[config.mk]
export PLATFORM = sky130hd
export DESIGN_NAME = sram_arbiter_flat
export DESIGN_NICKNAME = d
export VERILOG_FILES = /design/src/rtl/sram_req_if.sv /design/src/rtl/sram_arbiter.sv /design/src/flat_wrapper.sv
export SDC_FILE = /design/constraint.sdc
export NUM_CORES = 1
export LEC_CHECK = 0
export CAP_MARGIN = 30
export CORE_ASPECT_RATIO = 1.2
export CORE_MARGIN = 8
export CORE_UTILIZATION = 45
export DETAILED_ROUTE_END_ITERATION = 6
export PLACE_DENSITY = 0.89
export SLEW_MARGIN = 15
export SYNTH_ARGS = -nofsm -noshare
export SYNTH_HDL_FRONTEND = slang
export SYNTH_SLANG_ARGS = --single-unit
[constraint.sdc]
create_clock -name Clk -period 3.7 [get_ports Clk]
set_input_delay 0.555 -clock Clk [delete_from_list [all_inputs] [get_ports Clk]]
set_output_delay 0.555 -clock Clk [all_outputs]
set_load 0.1 [all_outputs]
[src/rtl/sram_req_if.sv]
// Requester-side handshake bundle for one sram_arbiter port: request, direction,
// address/write data in, read data and a one-cycle done pulse back.
interface sram_req_if #(
    parameter int ADDR_W = 16,
    parameter int DATA_W = 16
);
    logic              req;
    logic              we;
    logic [ADDR_W-1:0] addr;
    logic [DATA_W-1:0] wdata;
    logic [DATA_W-1:0] rdata;
    logic              done;

    modport master (output req, we, addr, wdata, input rdata, done);
    modport slave  (input req, we, addr, wdata, output rdata, done);
endinterface

[src/rtl/sram_arbiter.sv]
// Round-robin sharer of one asynchronous SRAM port between CPU (port A) and debug/loader (port B).
// Optional SRAM_ARB_STATS_EN adds per-port 16-bit grant counters a_grants/b_grants.
module sram_arbiter #(
    parameter int ADDR_W      = 16,
    parameter int DATA_W      = 16,
    parameter int WAIT_CYCLES = 2
) (
    input  logic              Clk,
    input  logic              Reset_n,
    sram_req_if.slave         a,
    sram_req_if.slave         b,
    output logic [ADDR_W-1:0] ADDR,
    output logic [DATA_W-1:0] Data_to_SRAM,
    input  logic [DATA_W-1:0] Data_from_SRAM,
    output logic              OE,
    output logic              WE,
    output logic              busy
`ifdef SRAM_ARB_STATS_EN
    ,
    output logic [15:0]       a_grants,
    output logic [15:0]       b_grants
`endif
);

    typedef enum logic [1:0] {IDLE, SETUP, ACCESS, DONE} state_t;
    typedef enum logic {PORT_A, PORT_B} port_t;

    localparam logic [3:0] CNT_INIT = 4'(WAIT_CYCLES - 1);

    state_t     state;
    port_t      winner;
    port_t      last_grant;
    logic       we_q;
    logic [3:0] cnt;
    logic       grant_a;
    logic       grant_b;

    // NOTE: the grant decision is pure continuous assignment, so no path can
    // leave a combinational signal unassigned and infer a latch.
    assign grant_a = a.req && (!b.req || last_grant == PORT_B);
    assign grant_b = b.req && !grant_a;

    // NOTE: all state and registered outputs use non-blocking assignment so every
    // right-hand side sees the pre-edge value, independent of statement order.
    always_ff @(posedge Clk or negedge Reset_n) begin
        if (!Reset_n) begin
            state        <= IDLE;
            winner       <= PORT_A;
            last_grant   <= PORT_B;
            we_q         <= 1'b0;
            cnt          <= '0;
            ADDR         <= '0;
            Data_to_SRAM <= '0;
            OE           <= 1'b1;
            WE           <= 1'b1;
            busy         <= 1'b0;
            a.rdata      <= '0;
            b.rdata      <= '0;
            a.done       <= 1'b0;
            b.done       <= 1'b0;
`ifdef SRAM_ARB_STATS_EN
            a_grants     <= '0;
            b_grants     <= '0;
`endif
        end else begin
            a.done <= 1'b0;
            b.done <= 1'b0;
            case (state)
                IDLE: begin
                    if (grant_a || grant_b) begin
                        state        <= SETUP;
                        busy         <= 1'b1;
                        winner       <= grant_a ? PORT_A : PORT_B;
                        last_grant   <= grant_a ? PORT_A : PORT_B;
                        we_q         <= grant_a ? a.we    : b.we;
                        ADDR         <= grant_a ? a.addr  : b.addr;
                        Data_to_SRAM <= grant_a ? a.wdata : b.wdata;
`ifdef SRAM_ARB_STATS_EN
                        if (grant_a) a_grants <= a_grants + 16'd1;
                        else         b_grants <= b_grants + 16'd1;
`endif
                    end
                end
                SETUP: begin
                    state <= ACCESS;
                    cnt   <= CNT_INIT;
                    OE    <= we_q;
                    WE    <= !we_q;
                end
                ACCESS: begin
                    if (cnt == '0) begin
                        state <= DONE;
                        OE    <= 1'b1;
                        WE    <= 1'b1;
                        // Read data is sampled on the same edge that releases OE.
                        if (winner == PORT_A) begin
                            a.done <= 1'b1;
                            if (!we_q) a.rdata <= Data_from_SRAM;
                        end else begin
                            b.done <= 1'b1;
                            if (!we_q) b.rdata <= Data_from_SRAM;
                        end
                    end else begin
                        cnt <= cnt - 4'd1;
                    end
                end
                DONE: begin
                    state <= IDLE;
                    busy  <= 1'b0;
                end
                default: state <= IDLE;
            endcase
        end
    end

endmodule

[src/flat_wrapper.sv]
// flat-port wrapper written by rule: the top's interface ports become plain ports
module sram_arbiter_flat 
#(
    parameter int ADDR_W      = 16,
    parameter int DATA_W      = 16,
    parameter int WAIT_CYCLES = 2
)
  (Clk, Reset_n, ADDR, Data_to_SRAM, Data_from_SRAM, OE, WE, busy, a_req, a_we, a_addr, a_wdata, a_rdata, a_done, b_req, b_we, b_addr, b_wdata, b_rdata, b_done);
  sram_req_if #(.ADDR_W(ADDR_W), .DATA_W(DATA_W)) a_i ();
  sram_req_if #(.ADDR_W(ADDR_W), .DATA_W(DATA_W)) b_i ();
  input  logic Clk;
  input  logic Reset_n;
  output logic [ADDR_W-1:0] ADDR;
  output logic [DATA_W-1:0] Data_to_SRAM;
  input  logic [DATA_W-1:0] Data_from_SRAM;
  output logic OE;
  output logic WE;
  output logic busy;
  input wire logic [$bits(a_i.req)-1:0] a_req;
  input wire logic [$bits(a_i.we)-1:0] a_we;
  input wire logic [$bits(a_i.addr)-1:0] a_addr;
  input wire logic [$bits(a_i.wdata)-1:0] a_wdata;
  output wire logic [$bits(a_i.rdata)-1:0] a_rdata;
  output wire logic [$bits(a_i.done)-1:0] a_done;
  input wire logic [$bits(b_i.req)-1:0] b_req;
  input wire logic [$bits(b_i.we)-1:0] b_we;
  input wire logic [$bits(b_i.addr)-1:0] b_addr;
  input wire logic [$bits(b_i.wdata)-1:0] b_wdata;
  output wire logic [$bits(b_i.rdata)-1:0] b_rdata;
  output wire logic [$bits(b_i.done)-1:0] b_done;
  assign a_i.req = a_req;
  assign a_i.we = a_we;
  assign a_i.addr = a_addr;
  assign a_i.wdata = a_wdata;
  assign a_rdata = a_i.rdata;
  assign a_done = a_i.done;
  assign b_i.req = b_req;
  assign b_i.we = b_we;
  assign b_i.addr = b_addr;
  assign b_i.wdata = b_wdata;
  assign b_rdata = b_i.rdata;
  assign b_done = b_i.done;
  sram_arbiter #(.ADDR_W(ADDR_W), .DATA_W(DATA_W), .WAIT_CYCLES(WAIT_CYCLES)) u_core (.Clk(Clk), .Reset_n(Reset_n), .a(a_i), .b(b_i), .ADDR(ADDR), .Data_to_SRAM(Data_to_SRAM), .Data_from_SRAM(Data_from_SRAM), .OE(OE), .WE(WE), .busy(busy));
endmodule
==> impl_table.tex <==
\begin{tabular}{lr}
\hline
Metric & Value \\
\hline
\multicolumn{2}{l}{\textbf{Synth}} \\
\quad Post-synth top area cell & sky130\_fd\_sc\_hd\_\_dfrtp\_1 \\
\quad Share of Yosys cell area claimed by the top area cell type & 0.532 \\
\quad Mean instance size in the synthesized netlist & 11.0 sq um \\
\quad Syn Nets & 413 \\
\quad Sequential share of the synthesized area & 0.555 \\
\quad Post-synthesis cell area & around 3500 sq um \\
\quad Synth warn & 0 \\
\quad Synth async-reset ratio & 1.00 \\
\quad Flop and latch count out of synthesis & 78 \\
\quad Distinct cell type count of the synthesized netlist & 35 \\
\quad Synth top cells by count & 75 x sky130\_fd\_sc\_hd\_\_dfrtp\_1, 37 x sky130\_fd\_sc\_hd\_\_nor2\_1, 36 x sky130\_fd\_sc\_hd\_\_o21ai\_0 \\
\quad Most common cell in the netlist & sky130\_fd\_sc\_hd\_\_dfrtp\_1 \\
\quad Synthesized instance count & 320 \\
\quad Number of enable-type register cells in the synthesized netlist & 0 \\
\quad Most frequently used flop master after synthesis & sky130\_fd\_sc\_hd\_\_dfrtp\_1 \\
\quad Top cells by area, synth & sky130\_fd\_sc\_hd\_\_dfrtp\_1 53\%, sky130\_fd\_sc\_hd\_\_mux2\_2 7.3\%, sky130\_fd\_sc\_hd\_\_a31oi\_1 6.2\% \\
\multicolumn{2}{l}{\textbf{Setup path}} \\
\quad Critical path data arrival time & 2.04 ns \\
\quad Stage delay of the slowest cell on the critical path & 1.15 ns \\
\quad Number of buffer and inverter stages on the critical path & 1 \\
\quad Worst reg-to-reg path cell count & 5 \\
\quad Worst-path fanout max & 2 \\
\quad Critical path type & reg2out \\
\quad Type of element launching the critical path & flop \\
\quad Cell at the slowest stage of the critical path & sky130\_fd\_sc\_hd\_\_clkdlybuf4s50\_1 \\
\quad Worst setup EP type & output pin \\
\quad Top delay family on crit path & buffers and inverters \\
\quad Critical Path, Cell by Cell & clkdlybuf4s50\_1 \\
\quad CP Data Required Time & between 3 and 4 ns \\
\quad Stages on worst setup path & 1 \\
\multicolumn{2}{l}{\textbf{Route}} \\
\quad First drt pass iteration count & 5 \\
\quad Number of vias per cell after detailed routing & 5.51 \\
\quad Routed WL per cell & 19.1 microns \\
\quad Routed WL & around 11,000 microns \\
\quad Via count & a little over 3,000 \\
\quad DRC & 0 \\
\quad Final ANT Viol Nets & 0 \\
\quad DRC violation total after the first TritonRoute iteration & 122 \\
\multicolumn{2}{l}{\textbf{Clocking}} \\
\quad Clk sinks & 78 \\
\quad H-tree depth reported by CTS & 3 \\
\quad CTS Hold Buffers Added & 0 \\
\quad Insertion delay of the later-clocked pin in the worst-skew pair & 0.35 ns \\
\quad Root Driver & sky130\_fd\_sc\_hd\_\_clkbuf\_8 \\
\quad Worst-path clk slew & 0.08 ns \\
\quad Post-CTS Repair Setup Buffers & 0 \\
\quad Clock tree buffer depth & 2 \\
\quad Number of gates given a new drive strength after cts & 0 \\
\quad TritonCTS buffer count & 9 \\
\quad TritonCTS clock tree & done \\
\multicolumn{2}{l}{\textbf{Finish}} \\
\quad Ant. Diodes & 0 \\
\quad Share of final-layout standard cells stronger than drive strength 1 & 0.138 \\
\quad Number of fill cells in the layout & 543 \\
\quad Number of nets in the final layout & 560 \\
\quad Area growth from synthesis to layout & 53.5\% \\
\quad Cell area after layout & 5410 sq um \\
\multicolumn{2}{l}{\textbf{Die}} \\
\quad \# IOs & 155 \\
\quad Overall die height & 113 microns \\
\quad Number of standard-cell rows in the floorplan & 35 \\
\quad DIE WIDTH & 96.8 microns \\
\quad Effective utilization at floorplan & 0.460 \\
\quad Core Footprint & 7660 sq um \\
\quad DIE AREA & 10,900 sq um \\
\multicolumn{2}{l}{\textbf{STA}} \\
\quad Fin Hold WS & 0.0814 ns \\
\quad Time the worst path needs with I/O delays and setup & 2.59 ns \\
\quad Normalized max-slew margin & 0.318 \\
\quad RSZ-0062 raised after global routing & no \\
\quad Post-route fraction of the period consumed by the critical path & 0.701 \\
\quad Maximum clock frequency & 0.386 GHz \\
\quad Final worst slack & 1.11 ns \\
\quad Final Max Tran Viols & 0 \\
\quad Sum of negative setup slack & 0 ns \\
\quad Setup-violating endpoint count in the final report & 0 \\
\quad Worst setup skew after layout & 0.0104 ns \\
\quad Endpoints failing hold & 0 \\
\quad Least-Margin Pin Slew & about 1 ns \\
\multicolumn{2}{l}{\textbf{Run}} \\
\quad Maximum capacitance violations & 0 \\
\multicolumn{2}{l}{\textbf{Global route}} \\
\quad Total routing resource utilization after global routing & 0.194 \\
\quad Pin count of the biggest net entering global routing & 79 \\
\quad Number of global-route vias before repair & between 3,000 and 4,000 \\
\quad Wire length of the first global-routing pass & 17,400 microns \\
\quad Antenna violations before repair & 0 \\
\quad Remaining global-route overflow & 0 \\
\multicolumn{2}{l}{\textbf{Placed design}} \\
\quad Placement Setup Slack & about 1.2 ns \\
\quad Final estimated routing congestion in global placement & 0.816 \\
\quad Port Buf Inserts & 154 \\
\quad Post-DP HPWL & 7970 microns \\
\quad Cell Area, Placed & 5110 sq um \\
\multicolumn{2}{l}{\textbf{Outcome}} \\
\quad Result of the run & finished clean \\
\multicolumn{2}{l}{\textbf{Min path}} \\
\quad Path category of the worst min-delay check & in2async \\
\hline
\end{tabular}
## cell type report
cell class,instances,area [sq um],share of cell area
Clock buffer,10,138,0.0254
Clock inverter,6,133,0.0245
Inverter,6,22.5,0.00416
Multi-Input combinational cell,212,1440,0.267
Sequential cell,78,1960,0.361
Tap cell,92,115,0.0213
Timing Repair Buffer,160,1600,0.296
## layer usage
| metal | global-route usage | vias to the layer above | wire length (microns) |
|---|---|---|---|
| met5 | 0 | - | 0 |
| met4 | 0.0904 | 0 | 284 |
| met3 | 0.0743 | 26 | 927 |
| met2 | 0.326 | 159 | 5200 |
| met1 | 0.213 | 1481 | 4380 |
| li1 | - | 1443 | - |
## placed cells by master (no fill, tap or decap), drive strengths merged, types with 2 or more instances in the layout
master | Yosys | layout
clkdlybuf4s50 | 0 | 153
dfrtp | 75 | 75
nor2 | 37 | 37
o21ai | 37 | 37
a31oi | 35 | 35
a21oi | 34 | 34
mux2 | 33 | 33
clkbuf | 19 | 10
ha | 7 | 7
buf | 5 | 7
inv | 6 | 6
nand2 | 6 | 6
bufinv | 0 | 4
nor2b | 4 | 4
dfstp | 3 | 3
nand2b | 2 | 2
mux2i | 2 | 2
nor3b | 2 | 2
## registers in the layout, indices dropped and copies added, names as in the netlist
name,flops
u_core.ADDR,16
u_core.Data_to_SRAM,16
u_core.a.rdata,16
u_core.b.rdata,16
u_core.cnt,4
u_core.state,2
u_core.OE,1
u_core.WE,1
u_core.a.done,1
u_core.b.done,1
u_core.busy,1
u_core.last_grant,1
u_core.we_q,1
u_core.winner,1
## metrics by stage
step                      instances  utilization
final                           564        0.706
after global routing            564        0.706
after CTS                       563        0.702
after detailed placement        547        0.667
after global placement          547        0.667
after floorplan                 320            -
## final timing paths
kind	to	slack, ns	startpoint
hold / removal	u_core.a.rdata[4]$_DFFE_PN0P_	0.08	Reset_n
min in group Clk	u_core.b.rdata[0]$_DFFE_PN0P_	0.51	u_core.b.rdata[0]$_DFFE_PN0P_
setup reg to reg	u_core.b.rdata[13]$_DFFE_PN0P_	1.67	u_core.state[0]$_DFFE_PN0P_
setup / recovery	OE	1.11	u_core.OE$_DFFE_PN1P_
hold reg to reg	u_core.b.rdata[0]$_DFFE_PN0P_	0.51	u_core.b.rdata[0]$_DFFE_PN0P_
max in group asynchronous	u_core.last_grant$_DFFE_PN1P_	2.99	Reset_n
## logic make-up (layout without fill, tap and decap cells)
logic type / count (synthesis) / after routing / share of synthesized area
AOI/OAI and AO/OA: 112 / 112 / 0.178
adders and majority gates: 7 / 7 / 0.0248
buffers and inverters: 30 / 182 / 0.0376
DFF: 78 / 78 / 0.555
muxes: 35 / 35 / 0.122
and+or+nand+nor: 58 / 58 / 0.0831
Power is left out: the tool's default activity adds up to more than one toggle a clock period on the data nets, which glitch-free logic cannot reach.
